`config.mk`:
```
export PLATFORM = sky130hd
export DESIGN_NAME = mem_ctrl
export DESIGN_NICKNAME = d
export VERILOG_FILES = /design/src/rtl/mem_ctrl_pkg.sv /design/src/rtl/mem_ctrl.sv
export SDC_FILE = /design/constraint.sdc
export NUM_CORES = 1
export LEC_CHECK = 0
export ABC_AREA = 1
export BUFFER_PORTS_ARGS = -buffer_cell sky130_fd_sc_hd__buf_2
export CAP_MARGIN = 5
export CORE_MARGIN = 2
export CORE_UTILIZATION = 61
export DETAILED_ROUTE_END_ITERATION = 8
export GPL_ROUTABILITY_DRIVEN = 0
export PLACE_DENSITY_LB_ADDON = 0.08
export SLEW_MARGIN = 20
export SYNTH_ARGS = -nofsm -noshare
export SYNTH_HDL_FRONTEND = slang
export SYNTH_SLANG_ARGS = --single-unit
```
`constraint.sdc`:
```
create_clock -name clk -period 5 [get_ports clk]
set_input_delay 0.25 -clock clk [delete_from_list [all_inputs] [get_ports clk]]
set_output_delay 0.25 -clock clk [all_outputs]
set_load 0.03 [all_outputs]
```
`src/rtl/mem_ctrl_pkg.sv`:
```
// Shared constants for the byte-serial memory controller: widths, len encodings
// and request flag bit positions.
package mem_ctrl_pkg;
    localparam int ADDR_WIDTH = 32;
    localparam int INST_WIDTH = 32;

    localparam logic [1:0] LEN_1B   = 2'd0;
    localparam logic [1:0] LEN_2B   = 2'd1;
    localparam logic [1:0] LEN_RSVD = 2'd2;
    localparam logic [1:0] LEN_4B   = 2'd3;

    localparam int RW_READ_BIT  = 0;
    localparam int RW_WRITE_BIT = 1;

    // The reserved encoding is served as a full word rather than rejected.
    function automatic logic [2:0] len_to_nbytes(input logic [1:0] len_code);
        return (len_code == LEN_RSVD) ? 3'd4 : ({1'b0, len_code} + 3'd1);
    endfunction
endpackage

```
`src/rtl/mem_ctrl.sv`:
```
// Byte-serial memory controller: splits 1/2/4-byte cache loads and stores into
// single-byte RAM accesses, with a global rdy stall.
module mem_ctrl
    import mem_ctrl_pkg::*;
#(
    parameter int ADDR_W = ADDR_WIDTH,
    parameter int DATA_W = INST_WIDTH
) (
    input  logic              clk,
    input  logic              rst_n,
    input  logic              rdy,
    input  logic [1:0]        rw_flag,
    input  logic [ADDR_W-1:0] addr,
    input  logic [1:0]        len,
    input  logic [DATA_W-1:0] write_data,
    output logic [DATA_W-1:0] read_data,
    output logic              mem_busy,
    output logic              mem_done,
    input  logic [7:0]        ram_din,
    output logic [7:0]        ram_dout,
    output logic [ADDR_W-1:0] ram_a,
    output logic              ram_wr
);
    localparam int NB = DATA_W / 8;

    typedef enum logic [1:0] {IDLE, READ, WRITE} state_t;

    state_t            state_reg, state_next;
    logic [2:0]        cnt_reg, cnt_next;       // edges elapsed since acceptance
    logic [2:0]        nbytes_reg, nbytes_next;
    logic [2:0]        step;
    logic [ADDR_W-1:0] addr_reg, addr_next;
    logic [ADDR_W-1:0] ram_a_reg, ram_a_next;
    logic [DATA_W-1:0] wdata_reg, wdata_next;
    logic [DATA_W-1:0] rbuf_reg, rbuf_next;
    logic [DATA_W-1:0] read_data_reg, read_data_next;
    logic [7:0]        ram_dout_reg, ram_dout_next;
    logic              busy_reg, busy_next;
    logic              done_reg, done_next;
    logic              ram_wr_reg, ram_wr_next;

    always_comb begin
        state_next     = state_reg;
        cnt_next       = cnt_reg;
        nbytes_next    = nbytes_reg;
        addr_next      = addr_reg;
        ram_a_next     = ram_a_reg;
        wdata_next     = wdata_reg;
        rbuf_next      = rbuf_reg;
        read_data_next = read_data_reg;
        ram_dout_next  = ram_dout_reg;
        busy_next      = busy_reg;
        done_next      = 1'b0;
        ram_wr_next    = 1'b0;
        step           = cnt_reg + 3'd1;

        case (state_reg)
            IDLE: begin
                if (rw_flag != 2'b00) begin
                    cnt_next    = 3'd0;
                    busy_next   = 1'b1;
                    addr_next   = addr;
                    ram_a_next  = addr;
                    nbytes_next = len_to_nbytes(len);
                    wdata_next  = write_data;
                    rbuf_next   = '0;
                    if (rw_flag[RW_READ_BIT]) begin
                        state_next = READ;
                    end else begin
                        state_next    = WRITE;
                        ram_wr_next   = 1'b1;
                        ram_dout_next = write_data[7:0];
                    end
                end
            end
            READ: begin
                cnt_next = step;
                if (step < nbytes_reg)
                    ram_a_next = addr_reg + ADDR_W'(step);
                // RAM returns the byte two edges after its address was registered.
                for (int b = 0; b < NB; b++)
                    if (step == 3'(b + 2))
                        rbuf_next[8*b +: 8] = ram_din;
                if (step == nbytes_reg + 3'd1) begin
                    state_next     = IDLE;
                    busy_next      = 1'b0;
                    done_next      = 1'b1;
                    read_data_next = rbuf_next;
                end
            end
            WRITE: begin
                cnt_next = step;
                if (step < nbytes_reg) begin
                    ram_a_next  = addr_reg + ADDR_W'(step);
                    ram_wr_next = 1'b1;
                    for (int b = 0; b < NB; b++)
                        if (step == 3'(b))
                            ram_dout_next = wdata_reg[8*b +: 8];
                end else begin
                    state_next = IDLE;
                    busy_next  = 1'b0;
                    done_next  = 1'b1;
                end
            end
            default: state_next = IDLE;
        endcase
    end

    always_ff @(posedge clk or negedge rst_n) begin
        if (!rst_n) begin
            state_reg     <= IDLE;
            cnt_reg       <= '0;
            nbytes_reg    <= '0;
            addr_reg      <= '0;
            ram_a_reg     <= '0;
            wdata_reg     <= '0;
            rbuf_reg      <= '0;
            read_data_reg <= '0;
            ram_dout_reg  <= '0;
            busy_reg      <= 1'b0;
            done_reg      <= 1'b0;
            ram_wr_reg    <= 1'b0;
        end else if (rdy) begin
            state_reg     <= state_next;
            cnt_reg       <= cnt_next;
            nbytes_reg    <= nbytes_next;
            addr_reg      <= addr_next;
            ram_a_reg     <= ram_a_next;
            wdata_reg     <= wdata_next;
            rbuf_reg      <= rbuf_next;
            read_data_reg <= read_data_next;
            ram_dout_reg  <= ram_dout_next;
            busy_reg      <= busy_next;
            done_reg      <= done_next;
            ram_wr_reg    <= ram_wr_next;
        end
    end

    // A stalled write strobe is masked, not dropped, so it reissues when rdy returns.
    assign ram_wr    = ram_wr_reg & rdy;
    assign read_data = read_data_reg;
    assign mem_busy  = busy_reg;
    assign mem_done  = done_reg;
    assign ram_a     = ram_a_reg;
    assign ram_dout  = ram_dout_reg;
endmodule

```
======== Word-level counts from Yosys, hierarchy flattened ========
Index checks and enable logic that the tools add are counted.
storage, ports and cells
  register bits after elaboration ......... 179
  bits of input ports ..................... 79
  output and inout bits ................... 75
  logic and storage cells ................. 86
cells by class
  add/sub/neg operators ................... 4
  magnitude comparators ................... 1
  eq/ne operators ......................... 16
  multiplexer cells ....................... 36
  bitwise operators ....................... 1
  reduce and logical (&&, ||, !) cells .... 16
operators by type and width
  cell                                                              count
  32-bit one-hot mux with 2 select lines                            2
  32-bit 2-to-1 mux                                                 3
  8-bit 2-to-1 mux                                                  11
  32-bit by 3-bit adder with 32-bit output                          1
  8-bit one-hot mux with 2 select lines                             1
  3-bit AND reduction                                               4
  2-bit inequality test (second input constant)                     5
  1-bit 2-to-1 mux                                                  8
  2-bit 2-to-1 mux                                                  4
  4-bit AND reduction                                               2
  2-bit nonzero test                                                4
  3-bit by 1-bit adder with 3-bit output (second input constant)    2
  3-bit by 2-bit == test with 1-bit output (second input constant)  2
  3-bit == test (second input constant)                             2
  3-bit 2-to-1 mux                                                  2
  2-bit one-hot mux with 3 select lines                             1
  3-bit one-hot mux with 2 select lines                             1
  6-bit AND reduction                                               1
  5-bit inequality test (second input constant)                     1
  5-bit AND reduction                                               1
  2-bit == test (second input constant)                             2
  1-bit one-hot mux with 2 select lines                             2
  2-bit by 1-bit adder with 3-bit output (second input constant)    1
  3-bit by 1-bit == test with 1-bit output (second input constant)  1
  other kinds (10)                                                  10

======== Logic depth before layout (Yosys ltp) ========
Gate-level depths: netlist of the first run.
  depth after elaboration ................. 8
  gate-level depth with buffers ........... 16
  gate-level depth less buffers ........... 16

======== Worst setup path after synthesis of the first run ========
OpenSTA, ideal clock, no wires.
  path kind ............................... register -> register
  start ................................... reg cnt_reg[0]
  end ..................................... reg ram_a_reg[14], in the netlist ram_a[14]
  setup time .............................. 0.117 ns
  arrival time ............................ 2.147 ns
  data required time ...................... 4.883 ns
  setup slack ............................. 2.736 ns
  cell stages (with the launch flop) ...... 12
  path buffers ............................ 0
  period minus slack after synthesis ...... 2.264 ns
  cell sequence ........................... dfrtp_1 inv_1 ha_1 inv_1 fa_1 o21ai_0 nand2_1 nor2_1 xor2_1 nand2_1 nand2_1 nand2_1
on the way
  cells in the longest elaborated chain, start to end .. 4
  elaborated cells on any way between the ends .. 7
  classes of those cells .................. 2 x add/sub; 1 x order compare; 1 x eq/ne; 2 x mux; 1 x reduce/logical
RTL lines
  item                                                                                          line             source
  start: declaration                                                                            mem_ctrl.sv:29   logic [2:0] cnt_reg, cnt_next;
  start signal: assignment                                                                      mem_ctrl.sv:125  cnt_reg <= cnt_next;
  3-bit by 1-bit adder with 3-bit output *                                                      mem_ctrl.sv:55   step = cnt_reg + 3'd1;
  32-bit by 3-bit adder with 32-bit output / 3-bit < comparator (equally long branches)         -
  32-bit 2-to-1 mux / 2-bit by 1-bit inequality test with 1-bit output (equally long branches)  -
  32-bit one-hot mux with 2 select lines / 4-bit AND reduction (equally long branches)          -
  end signal: assignment                                                                        mem_ctrl.sv:128  ram_a_reg <= ram_a_next;
  end: declaration                                                                              mem_ctrl.sv:33   logic [ADDR_W-1:0] ram_a_reg, ram_a_next;
Mark *: on every way between the ends. The rest lies on a longest branch, timed or not. The select of a mux whose other input is x is not followed.
A chain may end at the register's enable or synchronous reset.

======== Worst setup path in the final report of the first run ========
  start ................................... reg cnt_reg[0]
  end ..................................... reg ram_a_reg[21], in the netlist ram_a[21]
The elaborated chain is that of the path after synthesis.

==> out/results.tsv, run 1 <==
metric	value	unit
post-CTS sizing	0	
Port Buffers	153	
setup repair after global routing missed its margin	no	
Layout area overhead	15.4	%
worst path bufs/invs	3	
CTS Buf Count	17	
WL final	22900	um
critical path class	flip-flop to flip-flop	
register-to-register setup slack	1.89	ns
most frequent CP cell	nand2_1	
hold endpoint	wdata_reg[28]	
slew margin rel.	0.311	
Synth area leader	dfrtp_1	
post-synthesis sequential area ratio	0.482	
Initial DRT Pass Iterations	8	
setup slack after layout	1.89	ns
Worst Reg2Reg Path Length in Cells	14	
# IOs	154	
Crit Path Max Fanout	36	
slowest cell delay on critical path	0.48	ns
row count	45	
Multi-input gate area	0.00400	mm2
Root Buffer	clkbuf_16	
filler cell count	1283	
Lkg Pwr	0.00590	uW
grt ovf	0	
PD cells	681	mW/mm2
Post-Syn Instances	1295	
number of global-route vias before repair	7819	
CTS H-tree depth	4	
Setup TNS Final	0	ns
largest net degree at the start of global routing	94	
Die H	127	um
DRC violations left	0	
clock skew	0.00964	ns
Worst-path clk slew	0.07	ns
mapped cell area	0.00930	mm2
most common cell after layout, fill and taps aside	nand2_1	
Setup Fix Bufs, Post-CTS	0	
Worst Hold Class	input port to flip-flop	
Max IR drop VDD	0.000433	V
syn avg cell area	7.18	um2
Final HPWL DP	15700	um
f_max	321	MHz
CP top delay family	simple AND/OR/NAND/NOR gates	
top cell type's share of synthesized area	0.482	
most frequent cells in the layout	501 x nand2_1, 179 x dfrtp_1, 152 x buf_2	
Setup Viol. Count Final	0	
via count	8530	
Initial Util	0.618	
Routed Antenna Nets	0	
Cell variety after synth	30	
syn nets	1390	
initial antenna violation count	3	
FF-to-FF Start	cnt_reg[0]	
RR Endpoint	ram_a[21]	
Yosys warning count	0	
Tmin final	3.11	ns
Worst Tran Pin Value	1.03	ns
DR iter-0 viols	775	
Hold Path Stages	3	
Slowest cell on crit path	buf_4	
CP Capture Type	flip-flop	
All-Layer GR Usage	0.293	
CTS Buffer Depth	2	
Final Hold Fails	0	
share of cells above drive strength 1	0.148	
CTS tree	yes	
drt wl/cell	14.1	um
flops & latches, synth	179	
status	finished, final reports clean	
worst skew pair latency	0.43	ns
Worst EP required	5.32	ns
period utilisation layout	0.622	
Hold Crit Start	write_data[28]	
Die ar.	0.0162	mm2
maxcap violations	0	
pre-CTS setup slack	1.95	ns
Core Box Area	0.0150	mm2
Reg area	0.00448	mm2
clock sinks	179	
first-pass GRT wire length	38000	um
Synth area leaders	dfrtp_1 48%, nand2_1 20%, o21ai_0 6.2%	
Crit path arrival time	3.43	ns
nets	1520	
Die X	127	um
vias per cell	5.25	
CP Launch Type	flip-flop	
crit path cell chain	ha_1, inv_1, nand2_1, nand2_2, inv_2, ha_1, nand3b_1, nand2_1, nand2_1, nand2_2, buf_4, nor2_1, nand2_1, nand2_1	
Pins Over Slew Limit	0	
-- power breakdown --
| group | switching, uW | total (uW) | leakage, uW | internal (uW) |
|---|---|---|---|---|
| combinational | 2430 | 3490 | 0.00335 | 1060 |
| sequential | 406 | 2480 | 0.00226 | 2080 |
| clock | 551 | 1340 | 0.000289 | 787 |
| total | 3390 | 7310 | 0.00590 | 3920 |
-- synth_stat cells --
master and count:
a21oi_1 12, buf_6 2, or2_2 2, nand2_2 4, o21ai_0 116, xnor2_1 3
nor2_1 131, o22ai_1 18, nor2_2 1, nor3_1 1, nand3b_1 8, nand2_1 501
dfrtp_1 179, nand3_1 81, inv_1 146, a31o_2 1, xor2_1 6, inv_2 8
o21ai_2 1, buf_2 26, ha_1 15, buf_4 1, o31ai_1 1, fa_1 1
nand4_1 3, clkinv_1 1, nor3_2 1, o21ai_1 2, clkbuf_1 22, buf_1 1
-- how the worst max path moves through the flow --
stage	start	to	slack, ns	depth (start not counted)
6_report	cnt_reg[0]	ram_a[21]	1.89	14
3_5_place_dp	cnt_reg[0]	ram_a[3]	1.95	14
3_3_place_gp	cnt_reg[0]	ram_a[3]	2.08	14
5_1_grt	cnt_reg[0]	ram_a[27]	1.67	14
4_1_cts	cnt_reg[0]	ram_a[21]	1.96	14
2_1_floorplan	cnt_reg[0]	ram_a[14]	2.74	11
-- layer usage --
metal	global-route usage	wire, um
met1	0.426	10600
met2	0.454	10400
met3	0.0532	1410
met4	0.0911	472
met5	0	34
-- logic make-up after synthesis --
group	count (synthesis)	synth area share
xor+xnor	9	0.00848
compound gates	151	0.0848
buf+inv	207	0.0891
flops	179	0.482
fa+ha+maj	16	0.0223
simple gates	733	0.314
-- area by class of cell --
type                            count  area share
Clock buffer                       23      0.0455
Antenna cell                        1    0.000233
Tap cell                          188      0.0219
Multi-Input combinational cell    909       0.372
Inverter                          155      0.0542
Sequential cell                   179       0.417
Clock inverter                      8     0.00933
Timing Repair Buffer              163      0.0791
-- per-stage QoR --
| step | utilization | instance area, um2 | power, uW | instances | hold WS [ns] |
|---|---|---|---|---|---|
| 2_1_floorplan | - | 9300 | 5030 | 1295 | -0.0456 |
| 3_3_place_gp | 0.674 | 10100 | 5860 | 1593 | 0.383 |
| 3_5_place_dp | 0.674 | 10100 | 5940 | 1593 | 0.389 |
| 4_1_cts | 0.714 | 10700 | 7300 | 1625 | 0.00372 |
| 5_1_grt | 0.714 | 10700 | 7900 | 1626 | 0.0100 |
| 6_report | 0.714 | 10700 | 7310 | 1626 | 0.0117 |
-- timing repair --
| action | 4_1_cts | 5_1_grt |
|---|---|---|
| endpoints found under the hold margin | 91 | 0 |
| hold buffers | 1 | 0 |
| setup endpoints to repair | 0 | 0 |
-- worst register-to-register path, cell delays in order, from the launching register on --
cell and delay, ns:
dfrtp_1 0.43, ha_1 0.25, inv_1 0.07, nand2_1 0.06, nand2_2 0.31, inv_2 0.13, ha_1 0.32, nand3b_1 0.10
nand2_1 0.12, nand2_1 0.07, nand2_2 0.40, buf_4 0.49, nor2_1 0.09, nand2_1 0.09, nand2_1 0.06
Note: power is estimated with default switching activity, not from simulation.
==> run 2: changes to the inputs <==
--- a/config.mk
+++ b/config.mk
@@ -9,7 +9,7 @@
 export BUFFER_PORTS_ARGS = -buffer_cell sky130_fd_sc_hd__buf_2
 export CAP_MARGIN = 5
 export CORE_MARGIN = 2
-export CORE_UTILIZATION = 61
+export CORE_UTILIZATION = 51
 export DETAILED_ROUTE_END_ITERATION = 8
 export GPL_ROUTABILITY_DRIVEN = 0
 export PLACE_DENSITY_LB_ADDON = 0.08
==> constraint.sdc (replaced) <==
create_clock -name clk -period 2.8 [get_ports clk]
set_input_delay 0.14 -clock clk [delete_from_list [all_inputs] [get_ports clk]]
set_output_delay 0.14 -clock clk [all_outputs]
set_load 0.03 [all_outputs]
==> run 2 against run 1 <==
Net effect: sequential power rose by 79%; sequential share of layout area fell by 3.0 points; clock power rose by 81%; utilization fell by 6.8 points; maximum frequency rose by 24%; highest routed layer is now met4.
==> out/results.tsv, run 2 (synthesis results as in run 1) <==
metric	value	unit	change
status	finished, final reports clean		unchanged
PD cells	1150	mW/mm2	was 681 mW/mm2
most frequent CP cell	inv_1		was nand2_1
Final HPWL DP	16600	um	was 15700 um
Crit path arrival time	2.83	ns	was 3.43 ns
Pins Over Slew Limit	0		unchanged
Setup Viol. Count Final	0		unchanged
most frequent cells in the layout	501 x nand2_1, 179 x dfrtp_1, 152 x buf_2		unchanged
setup repair after global routing missed its margin	no		unchanged
slew margin rel.	0.593		was 0.311
crit path cell chain	inv_1, ha_2, inv_1, fa_1, inv_1, nand3_1, nand2_1, nand3_1, xor2_1, o21ai_0, nand2_1		was ha_1, inv_1, nand2_1, nand2_2, inv_2, ha_1, nand3b_1, nand2_1, nand2_1, nand2_2, buf_4, nor2_1, nand2_1, nand2_1
f_max	398	MHz	was 321 MHz
Worst EP required	3.11	ns	was 5.32 ns
fin cells	1743		was 1626
vias per cell	5.00		was 5.25
CP top delay family	adder cells		was simple AND/OR/NAND/NOR gates
Multi-input gate area	0.00400	mm2	about the same
nets	1596		was 1520
worst skew pair latency	0.43	ns	about the same
drt wl/cell	13.9	um	was 14.1 um
Worst-path clk slew	0.07	ns	about the same
Worst Reg2Reg Path Length in Cells	11		was 14
Crit Path Max Fanout	5		was 36
CTS H-tree depth	4		unchanged
# IOs	154		unchanged
DR iter-0 viols	557		was 775
Tmin final	2.51	ns	was 3.11 ns
Initial Util	0.519		was 0.618
critical path class	flip-flop to flip-flop		unchanged
Hold Path Stages	3		unchanged
clock skew	0.0110	ns	was 0.00964 ns
CTS tree	yes		unchanged
Setup TNS Final	0	ns	unchanged
most common cell after layout, fill and taps aside	nand2_1		unchanged
initial antenna violation count	0		was 3
Die ar.	0.0193	mm2	was 0.0162 mm2
number of global-route vias before repair	8250		was 7819
antenna fix cells	0		was 1
CTS Buffer Depth	2		unchanged
DRC violations left	0		unchanged
All-Layer GR Usage	0.260		was 0.293
Worst path depth	11		was 14
via count	8714		was 8530
cell count after placement	1644		was 1593
Initial DRT Pass Iterations	5		was 8
Max IR drop VDD	0.000805	V	was 0.000433 V
Root Buffer	clkbuf_16		unchanged
grt ovf	0		unchanged
Setup Fix Bufs, Post-CTS	0		unchanged
Routed Antenna Nets	0		unchanged
Final Hold Fails	0		unchanged
worst path bufs/invs	3		unchanged
CP Capture Type	flip-flop		unchanged
CTS Buf Count	17		unchanged
row count	49		was 45
slowest cell delay on critical path	0.42	ns	was 0.48 ns
maxcap violations	0		unchanged
Slowest cell on crit path	dfrtp_1		was buf_4
Layout area overhead	24.4	%	was 15.4%
Worst Hold Class	input port to flip-flop		unchanged
clock sinks	179		unchanged
Die H	139	um	was 127 um
WL final	24300	um	was 22900 um
CP Launch Type	flip-flop		unchanged
Port Buffers	153		unchanged
Lkg Pwr	0.00623	uW	was 0.00590 uW
period utilisation layout	0.898		was 0.622
Reg area	0.00448	mm2	unchanged
largest net degree at the start of global routing	67		was 94
share of cells above drive strength 1	0.148		about the same
Die X	139	um	was 127 um
Core Box Area	0.0179	mm2	was 0.0150 mm2
first-pass GRT wire length	41100	um	was 38000 um
filler cell count	1617		was 1283
Worst Tran Pin Value	0.610	ns	was 1.03 ns
## run 2: cell types whose count changed in the layout (fill, tap and decap cells not counted), sizes merged
cell         delta
dlygate4sd3    +66
inv             +1
clkbuf          -1
clkinvlp        +2
clkinv          -1
diode           -1
buf            +10
## run 2: final timing paths
| path | end | slack (ns) | start |
|---|---|---|---|
| hold / removal | addr_reg[4] | 0.02 | addr[4] |
| setup / recovery | ram_a[10] | 0.29 | cnt_reg[0] |
| hold reg to reg | read_data[3] | 0.46 | read_data[3] |
| max in group asynchronous | cnt_reg[2] | 1.67 | rst_n |
| setup reg to reg | ram_a[10] | 0.29 | cnt_reg[0] |
| min in group asynchronous | read_data[29] | 0.26 | rst_n |
## run 2: metrics by stage
step	util	instance area, um2	power [uW]	worst slack (ns)	hold slack, ns
6_report	0.646	11600	13300	0.287	0.0189
5_1_grt	0.646	11600	14400	0.0142	0.0220
4_1_cts	0.646	11600	13300	0.274	0.00119
3_5_place_dp	0.575	10300	10800	0.264	0.178
3_3_place_gp	0.575	10300	10700	0.366	0.180
2_1_floorplan	-	9300	8980	0.536	-0.156
## run 2: area by class of cell
class,count,area share
Tap cell,229,0.0248
Sequential cell,179,0.387
Clock inverter,10,0.0106
Multi-Input combinational cell,909,0.346
Clock buffer,22,0.0410
Timing Repair Buffer,239,0.140
Inverter,155,0.0503
## run 2: worst reg2reg max path: cells and delay by family (launching register included)
kind,cells,cell delay (ns)
AOI/OAI and AO/OA,1,0.17
buffers and inverters,3,0.30
DFF,1,0.42
adders and majority gates,2,0.80
and+or+nand+nor,4,0.50
xor gates and xnor gates,1,0.21
## run 2: where the power goes
part,internal (uW),switching (uW),leakage [uW]
logic,2040,4390,0.00369
clock network,1390,1030,0.000283
registers,3710,729,0.00226
total,7150,6150,0.00623
## run 2: routing by layer
| layer | wire length (um) | vias to the layer above | GRT usage | part of all wire |
|---|---|---|---|---|
| met3 | 1320 | 33 | 0.0452 | 0.054 |
| li1 | - | 4420 | - | - |
| met4 | 447 | 0 | 0.0712 | 0.018 |
| met2 | 10900 | 255 | 0.403 | 0.45 |
| met5 | 0 | - | 0 | 0 |
| met1 | 11600 | 4006 | 0.380 | 0.48 |
## run 2: timing repair
| item | 4_1_cts | 5_1_grt |
|---|---|---|
| endpoints found under the hold margin | 128 | 0 |
| hold buffers | 67 | 0 |
| setup endpoints to repair | 0 | 1 |
| resized for setup | 0 | 1 |
